[config.mk]
export PLATFORM = sky130hd
export DESIGN_NAME = fp32_mac
export DESIGN_NICKNAME = d
export VERILOG_FILES = /design/src/rtl/fp32_mac.sv
export SDC_FILE = /design/constraint.sdc
export NUM_CORES = 2
export LEC_CHECK = 0
export CORE_MARGIN = 5
export CORE_UTILIZATION = 55
export DETAILED_ROUTE_END_ITERATION = 6
export PLACE_DENSITY = 0.84
export SYNTH_ARGS = -nofsm -noshare
export SYNTH_HDL_FRONTEND = slang
export SYNTH_SLANG_ARGS = --single-unit
[constraint.sdc]
create_clock -name clk_x70 -period 14.86 [get_ports clk_x70]
set_clock_uncertainty 0.15 [all_clocks]
set_input_delay 2.972 -clock clk_x70 [delete_from_list [all_inputs] [get_ports clk_x70]]
set_output_delay 2.972 -clock clk_x70 [all_outputs]
set_load 0.01 [all_outputs]
[src/rtl/fp32_mac.sv]
// Single-lane binary32 multiply-accumulate: acc <= acc + x*w, one MAC per 3-clock window.
// Round-to-nearest-even, subnormals flushed to zero, canonical quiet NaN.
module fp32_mac (
  input  logic        clk_x70,
  input  logic        reset_x70,
  input  logic [31:0] x_x70,
  input  logic [31:0] w_x70,
  output logic [31:0] y_x70
);

  typedef enum logic [1:0] {PhLoad, PhMul, PhAcc} phase_e;

  localparam logic [31:0] QNan = 32'h7FC0_0000;

  phase_e      phase_q;
  logic [31:0] x_q, w_q, prod_q, acc_q;

  // m carries the hidden bit; e is the biased exponent belonging to m.
  function automatic logic [31:0] pack_rne(input logic s, input logic signed [10:0] e,
                                           input logic [23:0] m, input logic g,
                                           input logic st);
    logic [24:0]        mr;
    logic [22:0]        frac;
    logic signed [10:0] er;
    mr   = {1'b0, m} + {24'd0, g & (st | m[0])};
    er   = mr[24] ? e + 11'sd1 : e;
    frac = mr[24] ? mr[23:1] : mr[22:0];
    if (er >= 11'sd255) return {s, 8'hFF, 23'd0};
    if (er <= 11'sd0) return {s, 31'd0};
    return {s, er[7:0], frac};
  endfunction

  function automatic logic [31:0] fp_mul(input logic [31:0] a, input logic [31:0] b);
    logic               s, a_nan, b_nan, a_inf, b_inf, a_zero, b_zero;
    logic [47:0]        p;
    logic signed [10:0] e;
    s      = a[31] ^ b[31];
    a_nan  = (a[30:23] == 8'hFF) && (a[22:0] != 23'd0);
    b_nan  = (b[30:23] == 8'hFF) && (b[22:0] != 23'd0);
    a_inf  = (a[30:23] == 8'hFF) && (a[22:0] == 23'd0);
    b_inf  = (b[30:23] == 8'hFF) && (b[22:0] == 23'd0);
    a_zero = (a[30:23] == 8'h00);
    b_zero = (b[30:23] == 8'h00);
    if (a_nan || b_nan || (a_inf && b_zero) || (b_inf && a_zero)) return QNan;
    if (a_inf || b_inf) return {s, 8'hFF, 23'd0};
    if (a_zero || b_zero) return {s, 31'd0};
    p = 48'({1'b1, a[22:0]}) * 48'({1'b1, b[22:0]});
    e = $signed({3'b000, a[30:23]}) + $signed({3'b000, b[30:23]}) - 11'sd127;
    if (p[47]) return pack_rne(s, e + 11'sd1, p[47:24], p[23], |p[22:0]);
    return pack_rne(s, e, p[46:23], p[22], |p[21:0]);
  endfunction

  function automatic logic [31:0] fp_add(input logic [31:0] a, input logic [31:0] b);
    logic               a_nan, b_nan, a_inf, b_inf, a_zero, b_zero, sl, ss;
    logic [7:0]         el, es, d;
    logic [26:0]        ml, ms, sh, n;
    logic [27:0]        sum;
    logic [4:0]         lz;
    logic signed [10:0] e;
    a_nan  = (a[30:23] == 8'hFF) && (a[22:0] != 23'd0);
    b_nan  = (b[30:23] == 8'hFF) && (b[22:0] != 23'd0);
    a_inf  = (a[30:23] == 8'hFF) && (a[22:0] == 23'd0);
    b_inf  = (b[30:23] == 8'hFF) && (b[22:0] == 23'd0);
    a_zero = (a[30:23] == 8'h00);
    b_zero = (b[30:23] == 8'h00);
    if (a_nan || b_nan) return QNan;
    if (a_inf && b_inf) return (a[31] != b[31]) ? QNan : a;
    if (a_inf) return a;
    if (b_inf) return b;
    if (a_zero && b_zero) return {a[31] & b[31], 31'd0};
    if (b_zero) return a;
    if (a_zero) return b;
    // Order by magnitude so the subtraction never goes negative.
    if (b[30:0] > a[30:0]) begin
      sl = b[31]; el = b[30:23]; ml = {1'b1, b[22:0], 3'b000};
      ss = a[31]; es = a[30:23]; ms = {1'b1, a[22:0], 3'b000};
    end else begin
      sl = a[31]; el = a[30:23]; ml = {1'b1, a[22:0], 3'b000};
      ss = b[31]; es = b[30:23]; ms = {1'b1, b[22:0], 3'b000};
    end
    d = el - es;
    if (d >= 8'd27) sh = 27'd1;
    else sh = (ms >> d) | {26'd0, |(ms & ((27'd1 << d) - 27'd1))};
    sum = (sl ^ ss) ? {1'b0, ml} - {1'b0, sh} : {1'b0, ml} + {1'b0, sh};
    if (sum == 28'd0) return 32'd0;
    e = $signed({3'b000, el});
    if (sum[27]) begin
      n = {sum[27:2], sum[1] | sum[0]};
      e = e + 11'sd1;
    end else begin
      lz = 5'd0;
      for (int i = 0; i <= 26; i++) if (sum[i]) lz = 5'(26 - i);
      n = sum[26:0] << lz;
      e = e - $signed({6'd0, lz});
    end
    return pack_rne(sl, e, n[26:3], n[2], n[1] | n[0]);
  endfunction

  always_ff @(posedge clk_x70) begin
    if (reset_x70) begin
      phase_q <= PhLoad;
      x_q     <= 32'd0;
      w_q     <= 32'd0;
      prod_q  <= 32'd0;
      acc_q   <= 32'd0;
    end else begin
      unique case (phase_q)
        PhLoad: begin
          x_q     <= x_x70;
          w_q     <= w_x70;
          phase_q <= PhMul;
        end
        PhMul: begin
          prod_q  <= fp_mul(x_q, w_q);
          phase_q <= PhAcc;
        end
        PhAcc: begin
          acc_q   <= fp_add(acc_q, prod_q);
          phase_q <= PhLoad;
        end
        default: phase_q <= PhLoad;
      endcase
    end
  end

  assign y_x70 = acc_q;

endmodule

# --- Word level (Yosys, flattened, before mapping) ---
# Index checks and enable logic that the tools add are counted.
totals:
  reg_bits: 130
  latch_bits: 0
  ramBits: 0
  mem_bits_ro: 0
  in_bits: 66
  output_inout_bits: 32
  mem_count: 0
classes:
  n_addsub: 14
  mul: 1
  div_mod_pow: 0
  n_lt_le_gt_ge: 8
  eq_ne: 7
  shifts: 3
  mux: 307
  bitwise: 13
  n_reduce_logical: 35
ops:
  columns: ["op", "count"]
  rows:
  - ["$mux 32", 46]
  - ["$mux 27", 39]
  - ["$mux 5", 38]
  - ["$mux 8", 20]
  - ["$mux 11", 14]
  - ["$mux 1", 143]
  - ["$logic_not 23->1", 4]
  - ["$reduce_bool 23->1", 4]
  - ["$add 24x1->25", 3]
  - ["$mux 23", 3]
  - ["$mux 26", 2]
  - ["$mul 24x24->48", 1]
  - ["$ge 11x9->1 const B", 3]
  - ["$le 11x1->1 const B", 3]
  - ["$eq 8x8->1 const B", 4]
  - ["$logic_not 8->1", 4]
  - ["$gt 31x31->1", 1]
  - ["$add 27x27->28", 1]
  - ["$logic_not 28->1", 1]
  - ["$mux 28", 1]
  - ["$sub 27x27->28", 1]
  - ["$and 27x27->27", 1]
  - ["$or 27x1->27", 1]
  - ["$reduce_or 27->1", 1]
  - ["other kinds (24)", 49]

# --- Logic depth before layout (Yosys ltp) ---
depth:
  word_depth: 154
  mapped_depth: 73
  depth_no_buf: 62

# --- Worst setup path after synthesis ---
# Ideal clock, no wire load.
synth_path:
  kind: "reg-to-reg"
  from: "register acc_q[24] (netlist: y_x70[24])"
  to: "register acc_q[22] (netlist: y_x70[22])"
  arrival_time_ns: 13.658
  path_slack_ns: 0.935
  stages_incl_launch_ff: 70
  n_path_buf: 13
  period_less_slack_ns: 13.925
  path_cell_list: "dfxtp_1 -> inv_1 -> ha_1 -> a21oi_1 -> o31ai_2 -> a311oi_2 -> nand4_2 -> nand3_2 -> buf_4 -> buf_2 -> buf_1 -> buf_1 -> nor2_1 -> a21oi_1 -> ha_1 -> o21ai_0 -> a21oi_1 -> o21ai_0 -> [34 not listed] -> ha_1 -> nor2b_1 -> o21ai_0 -> nand2b_1 -> a21o_1 -> nand2_1 -> a22oi_1 -> xnor2_1 -> nor4_1 -> and3_1 -> mux2i_1 -> nand3_1 -> nor4_1 -> o22a_1 -> nor2_2 -> and2_4 -> buf_6 -> a22o_1"
synth_via:
  elab_chain_len: 107
  elab_cells_between_ends: 252
synth_rtl:
  columns: ["element", "line_no", "text"]
  rows:
  - ["start, declared", "16", "logic [31:0] x_q, w_q, prod_q, acc_q;"]
  - ["start signal, assigned", "118", "acc_q <= fp_add(acc_q, prod_q);"]
  - ["$gt 31x31->1", "74", "if (b[30:0] > a[30:0]) begin"]
  - ["$mux 8 (2 in a row)", "74", null]
  - ["$mux 8", "72", "if (a_zero) return b;"]
  - ["$mux 8", "71", "if (b_zero) return a;"]
  - ["$mux 8", "70", "if (a_zero && b_zero) return {a[31] & b[31], 31'd0};"]
  - ["$mux 8", "69", "if (b_inf) return b;"]
  - ["$mux 8", "68", "if (a_inf) return a;"]
  - ["$mux 8", "67", "if (a_inf && b_inf) return (a[31] != b[31]) ? QNan : a;"]
  - ["[90 not listed]", null, null]
  - ["$mux 32", "86", "e = $signed({3'b000, el});"]
  - ["$mux 32", "74", null]
  - ["$mux 32", "72", null]
  - ["$mux 32", "71", null]
  - ["$mux 32", "70", null]
  - ["$mux 32", "69", null]
  - ["$mux 32", "68", null]
  - ["$mux 32 (*)", "67", null]
# Mark *: on every way between the ends. The rest lies on a longest branch, timed or not. The select of a mux whose other input is x is not followed.
# A chain may end at the register's enable or synchronous reset.

# --- Worst setup path after layout ---
layout_path:
  from: "register acc_q[27] (netlist: y_x70[27])"
  to: "register acc_q[15] (netlist: y_x70[15])"
# Same word-level chain as after synthesis.

==> impl_metrics.csv <==
group,metric,value,unit
outcome,outcome,"finished clean",
routing,first_iter_violations,4790,
worst_hold_path,min_from,"x_q[18]",
sta,maxSlewHeadroom,12.2,%
die,initial_utilization,55.6,%
synth,yosysUniqueCellTypes,129,
die,die_width,274,um
synth,synth_edf_count,0,
routing,ant_nets,0,
synth,synth_top_flop_cell,"dfxtp_1",
critical_path,critPathMaxStageDelay,570,ps
sta,timing.final.crit_share,95.8,%
critical_path,end_kind,"register",
critical_path,r2r-end,"y_x70[15]",
power,finalPower,0.00730,W
flow_run,drv_cap,0,
routing,vias,38600,
critical_path,slowest_stage,"or4_1",
sta,fin_crit,14230,ps
global_route,antenna_found_initial,2,
layout,antenna_cells,0,
global_route,grt_pass1_wl,219000,um
global_route,grt_pass1_vias,38300,
sta,drv_slew,0,
place,port_buffers,97,
cts,cts_hold_buf,0,
critical_path,crit_arrival,14490,ps
die,io_pins,98,
power,p_per_area,177,mW/mm^2
cts,clock_latency,500,ps
synth,synth_xor_area_share,4.08,%
synth,syn_inst,4933,
routing,wl_per_cell,23.9,um
sta,max_freq,70.3,MHz
critical_path,crit_type,"reg2reg",
die,std_cell_rows,96,
synth,synth-simple-area-share,23.1,%
sta,timing.final.ws_setup,631,ps
synth,synth_top_family_by_area,"adder cells",
layout,final_util,59.9,%
cts,cts.clk_slew.worst_paths,70,ps
power,p_leak,18.4,nW
place,gp_congestion,1.06,
cts,cts_buffers,17,
sta,rsz0062_at_grt,"false",
cts,cts_sinks,130,
cts,cts_tree,"done",
cts,clockRootBuffer,"clkbuf_16",
sta,final-hold-violation-count,0,
routing,wirelength,141000,um
global_route,gr-total-overflow,0,
sta,tns,0,ps
critical_path,rr_worst_depth,53,
die,die-area,0.0751,mm^2
critical_path,crit_fanout,16,
cts,cts_max_path_buffers,2,
die,core_region_area,0.0689,mm^2
layout,layout-drive-gt1-share,7.54,%
place,dp_hpwl,109000,um
routing,first_pass_iters,7,
synth,ys_warn_count,0,
critical_path,worst-path-buf-inv,4,
synth,synth-adder-area-share,33.8,%
worst_hold_path,whs_path_depth,2,
synth,yosys_register_bits,130,
synth,synth_fp_nets,5744,
synth,synth-seq-area-share,6.78,%
place,post-place-ws,714,ps
critical_path,cp.required,15120,ps
cts,cts_htree_levels,4,
critical_path,worst_path_most_repeated_cell,"a21oi_1",
power,ir_drop,163,uV
synth,netlist_area,0.0384,mm^2
synth,syn_avg_cell_area,7.78,um^2
sta,finalSetupViolCount,0,
routing,via_per_inst,6.57,
critical_path,r2r-start,"y_x70[27]",
critical_path,reg2reg_slack,630,ps
synth,ys_async_sr_fraction,0,%
synth,muxShareOfSynthArea,3.39,%
worst_hold_path,min_to,"x_q[18]",
die,die_h,274,um
global_route,grt_max_degree,66,
sta,worst_pin_slew,1320,ps
synth,synth-compound-area-share,19.6,%
layout,final_nets,5746,
critical_path,cp_top_family,"compound AO/OA/AOI/OAI gates",
layout,area_growth,7.57,%
critical_path,cp-start-kind,"register",
global_route,track_usage,37.0,%
worst_hold_path,hp-class,"reg2reg",
routing,drc,0,
## power breakdown
group	leakage, nW	total [W]	internal (W)	switching (W)
logic	17.0	0.00641	0.00217	0.00424
clock network	0.288	0.000450	0.000238	0.000212
registers	1.06	0.000434	0.000374	0.0000598
## state kept, by name (all words and copies together), names as in the netlist
name / cells
prod_q: 32
w_q: 32
y_x70: 32
phase_q: 2
x_q: 32
## kinds of logic (layout without fill, tap and decap cells)
logic type,after synthesis,count (layout)
AO/OA/AOI/OAI,1087,1087
XOR/XNOR,177,177
adder cells (fa/ha/maj),745,745
buffers and inverters,901,916
flip-flops,130,130
multiplexers,110,110
AND/OR/NAND/NOR,1783,1783
## layout make-up
| class | instances | area (um^2) |
|---|---|---|
| Clock buffer | 17 | 425 |
| Clock inverter | 15 | 166 |
| Fill cell | 6192 | 27700 |
| Inverter | 617 | 2320 |
| Multi-Input combinational cell | 3902 | 32300 |
| Sequential cell | 130 | 2600 |
| Tap cell | 931 | 1160 |
| Timing Repair Buffer | 267 | 2260 |
## placed cells by master, fill, tap and decap left out, types with 17 or more instances in the layout
cell type and instances:
a211oi_1 49, a21o_1 43, a21oi_1 253, a221oi_1 20, a22oi_1 55, a31oi_1 61, and2_1 251, and3_1 41
buf_4 170, clkbuf_16 17, clkdlybuf4s50_1 96, dfxtp_1 130, fa_1 484, ha_1 261, inv_1 612, mux2_2 26
mux2i_1 67, nand2_1 724, nand2b_1 40, nand3_1 84, nand4_1 69, nor2_1 258, nor2b_1 22, nor3_1 94
nor4_1 48, o2111ai_1 25, o211ai_1 42, o21a_1 22, o21ai_0 201, o21bai_1 25, o22ai_1 19, o31ai_1 28
or3_1 27, or4_1 19, xnor2_1 109, xor2_1 64
## per-layer routing
metal | track usage (%) | part of all wire [%]
met1 | 46.9 | 37
met3 | 8.51 | 11
met5 | 0 | 0.011
met2 | 58.6 | 44
met4 | 20.0 | 7.0
## cells in the mapped netlist, types with 19 or more instances
| cell type | n | area share [%] |
|---|---|---|
| nand2b_1 | 40 | 0.65 |
| o21ai_0 | 202 | 2.6 |
| ha_1 | 261 | 8.5 |
| buf_2 | 36 | 0.47 |
| o21bai_1 | 25 | 0.49 |
| fa_1 | 484 | 25 |
| nor3_1 | 95 | 1.2 |
| a21oi_1 | 255 | 3.3 |
| o21a_1 | 22 | 0.43 |
| or3_1 | 27 | 0.44 |
| nor2_1 | 259 | 2.5 |
| nor4_1 | 51 | 0.83 |
| clkbuf_1 | 211 | 2.1 |
| and2_1 | 251 | 4.1 |
| and3_1 | 41 | 0.67 |
| or4_1 | 19 | 0.37 |
| nand3_1 | 84 | 1.1 |
| dfxtp_1 | 130 | 6.8 |
| inv_1 | 612 | 6.0 |
| a21o_1 | 43 | 0.84 |
| xor2_1 | 65 | 1.5 |
| nor2b_1 | 22 | 0.36 |
| o2111ai_1 | 25 | 0.57 |
| mux2_2 | 26 | 0.76 |
| a221oi_1 | 20 | 0.46 |
| a22oi_1 | 55 | 1.1 |
| o211ai_1 | 42 | 0.82 |
| o31ai_1 | 28 | 0.55 |
| a31oi_1 | 61 | 0.99 |
| mux2i_1 | 68 | 1.8 |
| a211oi_1 | 50 | 0.98 |
| nand4_1 | 69 | 1.1 |
| xnor2_1 | 110 | 2.5 |
| nand2_1 | 724 | 7.1 |
| o22ai_1 | 19 | 0.31 |
## worst min-delay path: cells and delay by family, from the launching register on
kind	cells	cell delay, ps
flops	1	310
compound gates	1	50
simple gates	1	50
## metrics by stage
step,instances,hold WS (ps),cell area (um^2)
after floorplan,4933,299,38400
after global placement,5842,293,40600
after detailed placement,5842,301,40600
after CTS,5874,310,41100
after global routing,5879,342,41300
final,5879,309,41300
## worst max-delay path by stage
stage	from	endpoint	slack, ps	cells past startpoint
after floorplan	y_x70[24]	y_x70[22]	940	69
after global placement	y_x70[27]	y_x70[1]	890	57
after detailed placement	y_x70[27]	y_x70[3]	710	58
after CTS	y_x70[27]	y_x70[3]	640	58
after global routing	y_x70[27]	y_x70[1]	10	54
final	y_x70[27]	y_x70[15]	630	53
## repair_timing
| action | in CTS | in global routing |
|---|---|---|
| endpoints found under the setup margin | 0 | 32 |
| buffers inserted | 0 | 5 |
| gates resized for setup | 0 | 14 |
(Power assumes the default switching activity.)
